**config.mk**
```make
export PLATFORM = sky130hd
export DESIGN_NAME = cdb_arbiter
export DESIGN_NICKNAME = d
export VERILOG_FILES = /design/src/rtl/cdb_arbiter.sv
export SDC_FILE = /design/constraint.sdc
export NUM_CORES = 1
export LEC_CHECK = 0
export BUFFER_PORTS_ARGS = -buffer_cell sky130_fd_sc_hd__buf_2
export CORE_ASPECT_RATIO = 1.5
export CORE_MARGIN = 2
export CORE_UTILIZATION = 49
export DETAILED_ROUTE_END_ITERATION = 12
export GPL_TIMING_DRIVEN = 0
export PLACE_DENSITY = 0.86
export SLEW_MARGIN = 10
export SYNTH_ARGS = -nofsm -noshare
export SYNTH_HDL_FRONTEND = slang
export SYNTH_SLANG_ARGS = --single-unit
```
**constraint.sdc**
```tcl
create_clock -name clk_in -period 4.4 [get_ports clk_in]
set_input_delay 0.88 -clock clk_in [delete_from_list [all_inputs] [get_ports clk_in]]
set_output_delay 0.88 -clock clk_in [all_outputs]
set_load 0.02 [all_outputs]
```
**src/rtl/cdb_arbiter.sv**
```systemverilog
// cdb_arbiter
//   Common-data-bus arbiter for the Tomasulo back end. Each cycle it picks at
//   most one completed result from NUM_FU functional-unit channels and
//   broadcasts it on a registered CDB. The winning unit gets a one-cycle read
//   pulse. The arbitration policy is round-robin (RR_EN=1) or fixed priority
//   (RR_EN=0, lowest index wins). A flush discards every pending result at
//   once. A 32-bit counter tracks the number of broadcasts.
//
// Ports
//   clk_in          system clock, rising edge
//   rst_in          asynchronous active-low reset
//   flush_in        misprediction flush from the ROB
//   fu_valid_in     per-channel "result held" flags
//   fu_rob_ix_in    per-channel ROB index, channel k at [k*ROB_IX_W +: ROB_IX_W]
//   fu_data_in      per-channel result, channel k at [k*DATA_W +: DATA_W]
//   fu_read_out     registered one-cycle acknowledge per channel
//   cdb_valid_out   broadcast valid
//   cdb_rob_ix_out  ROB index of the broadcast result
//   cdb_value_out   broadcast result value
//   cdb_count_out   broadcasts since reset, wraps at 2^32
module cdb_arbiter #(
  parameter int NUM_FU   = 4,
  parameter int ROB_IX_W = 3,
  parameter int DATA_W   = 32,
  parameter bit RR_EN    = 1'b1
) (
  input  logic                         clk_in,
  input  logic                         rst_in,
  input  logic                         flush_in,
  input  logic [NUM_FU-1:0]            fu_valid_in,
  input  logic [NUM_FU*ROB_IX_W-1:0]   fu_rob_ix_in,
  input  logic [NUM_FU*DATA_W-1:0]     fu_data_in,
  output logic [NUM_FU-1:0]            fu_read_out,
  output logic                         cdb_valid_out,
  output logic [ROB_IX_W-1:0]          cdb_rob_ix_out,
  output logic [DATA_W-1:0]            cdb_value_out,
  output logic [31:0]                  cdb_count_out
);

  localparam int PTR_W = (NUM_FU > 1) ? $clog2(NUM_FU) : 1;

  logic [PTR_W-1:0]    rr_ptr;
  logic [PTR_W-1:0]    ptr_next;
  logic [PTR_W-1:0]    grant_ix;
  logic                grant_valid;
  logic [NUM_FU-1:0]   elig;
  logic [NUM_FU-1:0]   grant_onehot;
  logic [ROB_IX_W-1:0] sel_rob;
  logic [DATA_W-1:0]   sel_data;
  int                  search_ix;

  // A channel acknowledged last cycle may still show valid this cycle.
  // Masking it keeps the same result from being broadcast twice.
  assign elig = fu_valid_in & ~fu_read_out;

  // The search order starts at rr_ptr (or at 0 for fixed priority) and wraps.
  // Walking the offsets from last to first lets the earliest eligible channel
  // in search order be the final assignment.
  always_comb begin
    grant_valid = 1'b0;
    grant_ix    = '0;
    search_ix   = 0;
    for (int off = NUM_FU - 1; off >= 0; off--) begin
      search_ix = (RR_EN ? int'(rr_ptr) : 0) + off;
      if (search_ix >= NUM_FU) search_ix = search_ix - NUM_FU;
      if (elig[PTR_W'(search_ix)]) begin
        grant_valid = 1'b1;
        grant_ix    = PTR_W'(search_ix);
      end
    end
  end

  // Select the winner's payload and build its one-hot acknowledge.
  always_comb begin
    sel_rob      = '0;
    sel_data     = '0;
    grant_onehot = '0;
    for (int k = 0; k < NUM_FU; k++) begin
      if (grant_valid && (grant_ix == PTR_W'(k))) begin
        sel_rob         = fu_rob_ix_in[k*ROB_IX_W +: ROB_IX_W];
        sel_data        = fu_data_in[k*DATA_W +: DATA_W];
        grant_onehot[k] = 1'b1;
      end
    end
  end

  // For a non-power-of-2 NUM_FU the pointer needs an explicit wrap.
  assign ptr_next = (grant_ix == PTR_W'(NUM_FU - 1)) ? '0 : grant_ix + 1'b1;

  // Output and pointer registers. A flush acknowledges every eligible channel
  // so the units drop stale results. It makes no broadcast and leaves the
  // pointer and the counter unchanged. When there is no grant the data
  // registers keep their last value.
  always_ff @(posedge clk_in or negedge rst_in) begin
    if (!rst_in) begin
      fu_read_out    <= '0;
      cdb_valid_out  <= 1'b0;
      cdb_rob_ix_out <= '0;
      cdb_value_out  <= '0;
      cdb_count_out  <= '0;
      rr_ptr         <= '0;
    end else if (flush_in) begin
      fu_read_out   <= elig;
      cdb_valid_out <= 1'b0;
    end else if (grant_valid) begin
      fu_read_out    <= grant_onehot;
      cdb_valid_out  <= 1'b1;
      cdb_rob_ix_out <= sel_rob;
      cdb_value_out  <= sel_data;
      cdb_count_out  <= cdb_count_out + 32'd1;
      if (RR_EN) rr_ptr <= ptr_next;
    end else begin
      fu_read_out   <= '0;
      cdb_valid_out <= 1'b0;
    end
  end

endmodule

```
[Word-level counts from Yosys, hierarchy flattened]
Index checks and enable logic that the tools add are counted.
Operators by class
  add/subtract/negate cells: 9
  order comparisons: 8
  eq/ne operators: 3
  multiplexer cells: 41
  bitwise gates (word level): 3
  reduce and logical (&&, ||, !) cells: 6
Operators with widths (number)
  $mux W32: 4
  $add A32 B1 Y32 const B: 1
  $mux W1: 18
  $mux W2: 9
  $lt A2 B4 Y1 const B: 4
  $mux W3: 4
  $ge A3 B3 Y1 const B: 3
  $bmux W1 S2: 4
  $mux W4: 2
  $sub A2 B1 Y2 const B: 4
  $add A2 B2 Y3 const B: 2
  $and A4 B4 Y4: 1
  $eq A2 B2 Y1 const B: 2
  $logic_and A1 B1 Y1: 4
  $not A4 Y4: 1
  $add A2 B1 Y3 const B: 1
  $ge A2 B3 Y1 const B: 1
  $add A2 B1 Y2 const B: 1
  $eq A2 B1 Y1 const B: 1
  $logic_not A2 Y1: 1
  $reduce_and A2 Y1: 1
  $not A1 Y1: 1
Storage, ports and cells
  bits in registers: 74
  bits of input ports: 147
  output and inout bits: 72
  word-level logic and storage cells: 76

[Depth between registers and ports, before layout]
Gate-level depths: netlist of the first run.
  word-level depth: 16
  gate-level depth with buffers: 13
  mapped depth without buffers: 10

[Least setup slack after synthesis of the first run]
Ideal clock, no wire load.
  kind: input-to-reg
  from: input fu_valid_in[0]
  to: register cdb_value_out[24]
  setup time: 0.077 ns
  arrival time: 2.730 ns
  data required time: 4.323 ns
  path slack: 1.593 ns
  cell stages on the path: 13
  path buffers: 3
  path through: nor2b_1 > clkbuf_1 > mux2i_1 > o32ai_1 > nor2_1 > inv_1 > ha_1 > clkbuf_1 > clkbuf_1 > nand2_1 > o21ai_0 > a22oi_1 > a21oi_1
Between the ends
  cells in the longest elaborated chain, start to end: 14
  elaborated cells on any way between the ends: 34
  those cells by class: eq/ne (3); mux (24); bitwise (1); reduce/logical (6)
RTL lines
  start: declaration: RTL line 30  | input logic [NUM_FU-1:0] fu_valid_in,
  $and A4 B4 Y4 (*): RTL line 54  | assign elig = fu_valid_in & ~fu_read_out;
  $bmux W1 S2: RTL line 66  | if (elig[PTR_W'(search_ix)]) begin
  $mux W1 (implied by the code) (2 in a row): RTL line 66
  $mux W2 (4 in a row): RTL line 66
  $logic_not A2 Y1: RTL line 79  | if (grant_valid && (grant_ix == PTR_W'(k))) begin
  $logic_and A1 B1 Y1: RTL line 79
  $mux W32 (4 in a row): RTL line 79
  end signal: assignment: RTL line 109  | cdb_value_out <= sel_data;
  end: declaration: RTL line 36  | output logic [DATA_W-1:0] cdb_value_out,
Every way passes the cells marked *; elsewhere a longest branch is shown, timed or not. The select of a mux whose other input is x is not followed.
A chain may end at the register's enable or synchronous reset.

[Worst setup path after layout of the first run]
  from: input fu_valid_in[0]
  to: register cdb_value_out[26]
The elaborated chain is that of the path after synthesis.

==> results of run 1 <==
kinds of logic after synthesis:
group	after synthesis
xor gates and xnor gates	31
muxes	1
and+or+nand+nor	141
AOI/OAI and AO/OA	187
DFF	74
buffers and inverters	79
adders and majority gates	5
state kept, by name, summed over array words and instances (netlist names):
name and flops:
cdb_count_out 32, cdb_rob_ix_out 3, cdb_valid_out 1, cdb_value_out 32
fu_read_out 4, rr_ptr 2
synthesized netlist by cell type (all sizes together), types with 2 or more instances:
| library cell | n | area (um2) |
|---|---|---|
| a21oi | 108 | 540.5 |
| dfrtp | 74 | 1852 |
| nand2 | 54 | 202.7 |
| inv | 40 | 150.1 |
| nor2 | 40 | 150.1 |
| o21ai | 38 | 190.2 |
| a22oi | 35 | 262.8 |
| clkbuf | 30 | 112.6 |
| xnor2 | 27 | 236.5 |
| nand3 | 14 | 70.07 |
| buf | 9 | 40.03 |
| nand4 | 7 | 43.79 |
| ha | 5 | 62.56 |
| and2 | 4 | 25.02 |
| and4 | 4 | 35.03 |
| nand2b | 4 | 25.02 |
| nor2b | 4 | 25.02 |
| xor2 | 4 | 35.03 |
| and3 | 3 | 18.77 |
| nor4 | 3 | 18.77 |
| a22o | 2 | 17.52 |
| nor3 | 2 | 15.01 |
cell type report:
cell class | instances | area [um2] | share of cell area, %
diodes | 1 | 2.502 | 0.04352
plain buffers | 39 | 152.6 | 2.654
clock buffers | 11 | 252.7 | 4.395
clock inverters | 5 | 28.78 | 0.5004
inverters | 40 | 150.1 | 2.611
multi-input cells | 365 | 2057 | 35.77
flip-flops and latches | 74 | 1852 | 32.20
well taps | 107 | 133.9 | 2.328
repair buffers | 219 | 1121 | 19.50
per-stage QoR:
step / hold slack [ns] / cells
after global placement: 0.4578 / 843
after floorplan: 0.4887 / 518
after CTS: 0.4433 / 860
final: 0.4448 / 861
after global routing: 0.4621 / 861
after detailed placement: 0.4776 / 844
per-layer routing:
| layer | wire length [um] | vias up |
|---|---|---|
| met1 | 5205 | 2249 |
| met5 | 10 | - |
| li1 | - | 2238 |
| met4 | 342 | 2 |
| met3 | 1271 | 33 |
| met2 | 7086 | 243 |
power by group:
group,switching [uW],internal (uW),leakage [uW]
Clock,275,409,0.000145
Sequential,157,895,0.000922
Combinational,1120,618,0.00187
Total,1560,1920,0.00293
path summary, 6_finish.rpt:
path / from / end / slack, ns / depth (start not counted)
min in group clk_in: cdb_count_out[31]$_DFFE_PN0P_ / cdb_count_out[31]$_DFFE_PN0P_ / 0.48 / 1
max in group asynchronous: rst_in / cdb_rob_ix_out[0]$_DFFE_PN0P_ / 3.38 / 2
setup reg to reg: fu_read_out[0]$_DFF_PN0_ / cdb_value_out[26]$_DFFE_PN0P_ / 1.48 / 13
hold / removal: rst_in / cdb_count_out[12]$_DFFE_PN0P_ / 0.44 / 1
hold reg to reg: cdb_count_out[31]$_DFFE_PN0P_ / cdb_count_out[31]$_DFFE_PN0P_ / 0.48 / 1
setup / recovery: fu_valid_in[0] / cdb_value_out[26]$_DFFE_PN0P_ / 1.22 / 14
==> results.py, run 1 <==
metrics = {
    "grt": {
        "antenna_found_initial": 2,
        "overflow": 0,
        "gr-max-usage-layer": "met2",
        "grtUsageMet2_pct": 52.52,
        "grtUsageMet3_pct": 7.439,
        "track_usage_pct": 30.25,
        "grt_pass1_wl_mm": 22.45,
        "grt_max_degree": 54,
        "grt_pass1_vias": 4716,
        "use_met1_pct": 35.17,
    },
    "yosys": {
        "synth_warnings": 0,
        "synth_nets": 670,
        "netlist_area_um2": 4212,
        "synth_top_family_by_area": "compound AO/OA/AOI/OAI gates",
        "ys_ff_latch": 74,
        "synthMuxAreaShare_pct": 0.2377,
        "synth_edf_count": 0,
        "syn-mean-instance-area_um2": 8.130,
        "synth_compound_area_share_pct": 25.31,
        "synthAdderAreaFrac_pct": 1.485,
        "synthSimpleGateAreaFrac_pct": 15.36,
        "ys_types": 32,
        "async_flop_share_pct": 100.0,
        "synthFlopType": "dfrtp_1",
        "synthCells": 518,
        "synth_xor_xnor_area_share_pct": 6.447,
        "synth-seq-area-share_pct": 43.97,
    },
    "cts": {
        "cts_tree": "done",
        "cts_setup_buffers": 0,
        "hold_buffers": 0,
        "clock_path_buffers": 2,
        "cts.sinks": 74,
        "cts_inserted_buffers": 9,
        "cts-resized-gates": 0,
        "insertion_delay_ns": 0.33,
        "clk_pin_slew_ns": 0.06,
        "cts-root-buf": "clkbuf_16",
        "htree_levels": 3,
    },
    "power_and_ir_drop": {
        "p_leak_uw": 0.002934,
        "peakVddDrop_mv": 0.4126,
        "power_uw": 3478,
        "powerDensity_nw_per_um2": 604.8,
    },
    "floorplan": {
        "start_util_pct": 50.37,
        "core_area_um2": 8362,
        "die_h_um": 117.5,
        "num_io_pins": 219,
        "dieArea_um2": 9368,
        "num_rows": 41,
        "die_w_um": 79.70,
    },
    "layout": {
        "final_util_pct": 68.77,
        "nNetsFinal": 900,
        "fillers": 678,
        "final_area_um2": 5751,
        "drive_above_1_share_pct": 32.27,
        "area_delta_synth_final_pct": 36.54,
        "layout_common_cells": "buf_2 (222), a21oi_1 (108), dfrtp_1 (74), nand2_1 (54), nor2_1 (40)",
        "final_common_cell": "buf_2",
    },
    "timing": {
        "tns_ns": 0,
        "report.final.slew_viol_count": 0,
        "hold_viol_final": 0,
        "tightest_slew_ns": 0.6967,
        "rsz0062_at_grt": "false",
        "finalCriticalPeriod_ns": 3.176,
        "setup_viol": 0,
        "maxSlewHeadroom_pct": 53.39,
        "setup_slack_ns": 1.224,
        "clock.fmax_ghz": 0.3148,
        "skew_ns": 0.007512,
        "fin_crit_sh_pct": 72.19,
    },
    "routing": {
        "drtAntennaViolNets": 0,
        "wl_per_cell_um": 16.16,
        "vias": 4765,
        "drcViolationCount": 0,
        "routed_wl_mm": 13.92,
        "first_iter_violations": 289,
        "avgViaCountPerCell": 5.534,
        "firstDrtPassIters": 5,
    },
    "placed_design": {
        "hpwlAfterDp_mm": 10.84,
        "pre_cts_ws_ns": 0.9018,
        "port_buffers": 218,
        "gp_congestion": 0.9438,
        "placed_area_um2": 5466,
    },
    "setup_path": {
        "cp_max_fo": 10,
        "path_class": "in -> reg",
        "slowest_delay_ns": 0.47,
        "crit_arrival_ns": 3.42,
        "crit_path_start_kind": "input port",
        "cp_cell_sequence": "buf_2 -> nor2b_1 -> clkbuf_1 -> mux2i_1 -> o32ai_1 -> nor2_1 -> inv_1 -> ha_1 -> clkbuf_1 -> clkbuf_1 -> nand2_1 -> o21ai_0 -> a22oi_1 -> a21oi_1",
        "critical_path_buf_inv_count": 5,
        "end_kind": "register",
        "cpMostUsedCell": "clkbuf_1",
        "critical-path-top-delay-family": "buffers and inverters",
        "required_ns": 4.65,
        "cp_slowest_cell": "clkbuf_1",
    },
    "worst_hold_path": {
        "min_path_type": "in -> async",
    },
    "flow_run": {
        "drv_cap": 0,
    },
    "outcome": {
        "status": "complete, no violations",
    },
}
Power figures use the tool's default switching activity.
==> inputs of run 2 (changes only) <==
--- a/config.mk
+++ b/config.mk
@@ -8,10 +8,10 @@
 export BUFFER_PORTS_ARGS = -buffer_cell sky130_fd_sc_hd__buf_2
 export CORE_ASPECT_RATIO = 1.5
 export CORE_MARGIN = 2
-export CORE_UTILIZATION = 49
+export CORE_UTILIZATION = 46
 export DETAILED_ROUTE_END_ITERATION = 12
 export GPL_TIMING_DRIVEN = 0
-export PLACE_DENSITY = 0.86
+export PLACE_DENSITY = 0.81
 export SLEW_MARGIN = 10
 export SYNTH_ARGS = -nofsm -noshare
 export SYNTH_HDL_FRONTEND = slang
==> constraint.sdc (replaced) <==
create_clock -name clk_in -period 3.28 [get_ports clk_in]
set_input_delay 0.656 -clock clk_in [delete_from_list [all_inputs] [get_ports clk_in]]
set_output_delay 0.656 -clock clk_in [all_outputs]
set_load 0.02 [all_outputs]
==> results.py, run 2 (synthesis results as in run 1) <==
metrics = {
    "grt": {
        "overflow": 0,
        "antenna_found_initial": 0,
        "grt_pass1_wl_mm": 22.86,
        "grt_pass1_vias": 4790,
        "grt_max_degree": 50,
        "track_usage_pct": 29.94,
    },
    "timing": {
        "report.final.slew_viol_count": 0,
        "setup_viol": 0,
        "finalCriticalPeriod_ns": 2.980,
        "skew_ns": 0.005862,
        "hold_viol_final": 0,
        "tightest_slew_ns": 0.6610,
        "clock.fmax_ghz": 0.3356,
        "finalHoldWorstSlack_ns": 0.2358,
        "fin_crit_sh_pct": 90.84,
        "rsz0062_at_grt": "false",
        "tns_ns": 0,
        "maxSlewHeadroom_pct": 55.78,
        "setup_slack_ns": 0.3004,
    },
    "setup_path": {
        "end_kind": "register",
        "crit_arrival_ns": 3.24,
        "required_ns": 3.54,
        "reg2reg_to": "cdb_value_out[23]$_DFFE_PN0P_",
        "crit_path_start_kind": "input port",
        "cp_max_fo": 10,
        "path_class": "in -> reg",
        "regToRegStartpoint": "fu_read_out[0]$_DFF_PN0_",
        "r2r_slack_ns": 0.32,
        "ff2ff_path_depth": 13,
    },
    "placed_design": {
        "gp_congestion": 0.9405,
        "pre_cts_ws_ns": 0.02074,
        "port_buffers": 218,
        "hpwlAfterDp_mm": 11.09,
    },
    "cts": {
        "htree_levels": 3,
        "insertion_delay_ns": 0.34,
        "clock_path_buffers": 2,
        "cts_setup_buffers": 0,
        "cts_tree": "done",
        "cts_inserted_buffers": 9,
        "cts-root-buf": "clkbuf_16",
        "clk_pin_slew_ns": 0.06,
        "cts.sinks": 74,
    },
    "power_and_ir_drop": {
        "p_leak_uw": 0.002941,
        "peakVddDrop_mv": 0.5174,
        "powerDensity_nw_per_um2": 833.8,
        "power_uw": 4815,
    },
    "routing": {
        "drtAntennaViolNets": 0,
        "wl_per_cell_um": 16.91,
        "avgViaCountPerCell": 5.603,
        "firstDrtPassIters": 5,
        "drcViolationCount": 0,
        "routed_wl_mm": 14.58,
        "vias": 4830,
        "first_iter_violations": 319,
    },
    "flow_run": {
        "drv_cap": 0,
    },
    "worst_hold_path": {
        "min_path_type": "in -> async",
    },
    "floorplan": {
        "start_util_pct": 47.42,
        "core_area_um2": 8881,
        "die_w_um": 82.13,
        "num_rows": 42,
        "die_h_um": 121.2,
        "num_io_pins": 219,
        "dieArea_um2": 9953,
    },
    "outcome": {
        "status": "complete, no violations",
    },
    "layout": {
        "final_common_cell": "buf_2",
        "fillers": 789,
        "num_antenna_cells": 0,
        "area_delta_synth_final_pct": 37.11,
        "layout_common_cells": "buf_2 (222), a21oi_1 (108), dfrtp_1 (74), nand2_1 (54), nor2_1 (40)",
        "nNetsFinal": 900,
        "final_util_pct": 65.02,
        "top_regs": "cdb_count_out: 32 flops, cdb_value_out: 32 flops, fu_read_out: 4 flops",
        "drive_above_1_share_pct": 32.05,
    },
}
run 2: worst max-delay path by stage:
stage,slack (ns),end,startpoint
after floorplan,0.70,cdb_value_out[24]$_DFFE_PN0P_,fu_valid_in[0]
after global placement,0.14,cdb_value_out[29]$_DFFE_PN0P_,fu_valid_in[0]
after detailed placement,0.02,cdb_value_out[29]$_DFFE_PN0P_,fu_valid_in[0]
after CTS,0.29,cdb_value_out[29]$_DFFE_PN0P_,fu_valid_in[0]
after global routing,0.004,cdb_value_out[23]$_DFFE_PN0P_,fu_valid_in[0]
final,0.30,cdb_value_out[23]$_DFFE_PN0P_,fu_valid_in[0]
run 2: area by class of cell:
class	count	area (um2)	area share, %
clock inverter	3	65.06	1.127
sequential	74	1852	32.07
buffer	39	155.1	2.687
tap	110	137.6	2.384
timing repair buffer	219	1121	19.42
inverter	40	150.1	2.600
multi-input combinational	365	2057	35.62
clock buffer	12	236.5	4.095
run 2: per-layer routing:
layer,vias to the layer above,global-route usage (%),wire (um)
met5,-,0,0
met4,0,15.83,580
met3,51,6.622,1278
met2,294,50.20,7333
met1,2253,34.81,5383
li1,2232,-,-
run 2: what timing repair did:
item / in CTS / in global routing
setup endpoints to repair: 0 / 2
gates resized for setup: 0 / 4
hold buffers: 0 / 0
run 2: where the power goes:
group,internal [uW],switching [uW]
Clock,661,373
Combinational,832,1540
Sequential,1200,210
Total,2690,2120
run 2: stage by stage:
step | instance area [um2] | std cells
after floorplan | 4212 | 518
after global placement | 5440 | 846
after detailed placement | 5470 | 847
after CTS | 5772 | 862
after global routing | 5774 | 862
final | 5774 | 862
run 2: worst max-delay path, stage by stage:
cell and delay [ns]:
buf_2 0.08, nor2b_1 0.15, clkbuf_1 0.33, mux2i_1 0.13, o32ai_1 0.14, nor2_1 0.13
inv_1 0.10, ha_1 0.15, clkbuf_1 0.37, buf_1 0.41, nand2_1 0.10, o21ai_0 0.19
a22oi_1 0.11, a21oi_1 0.18
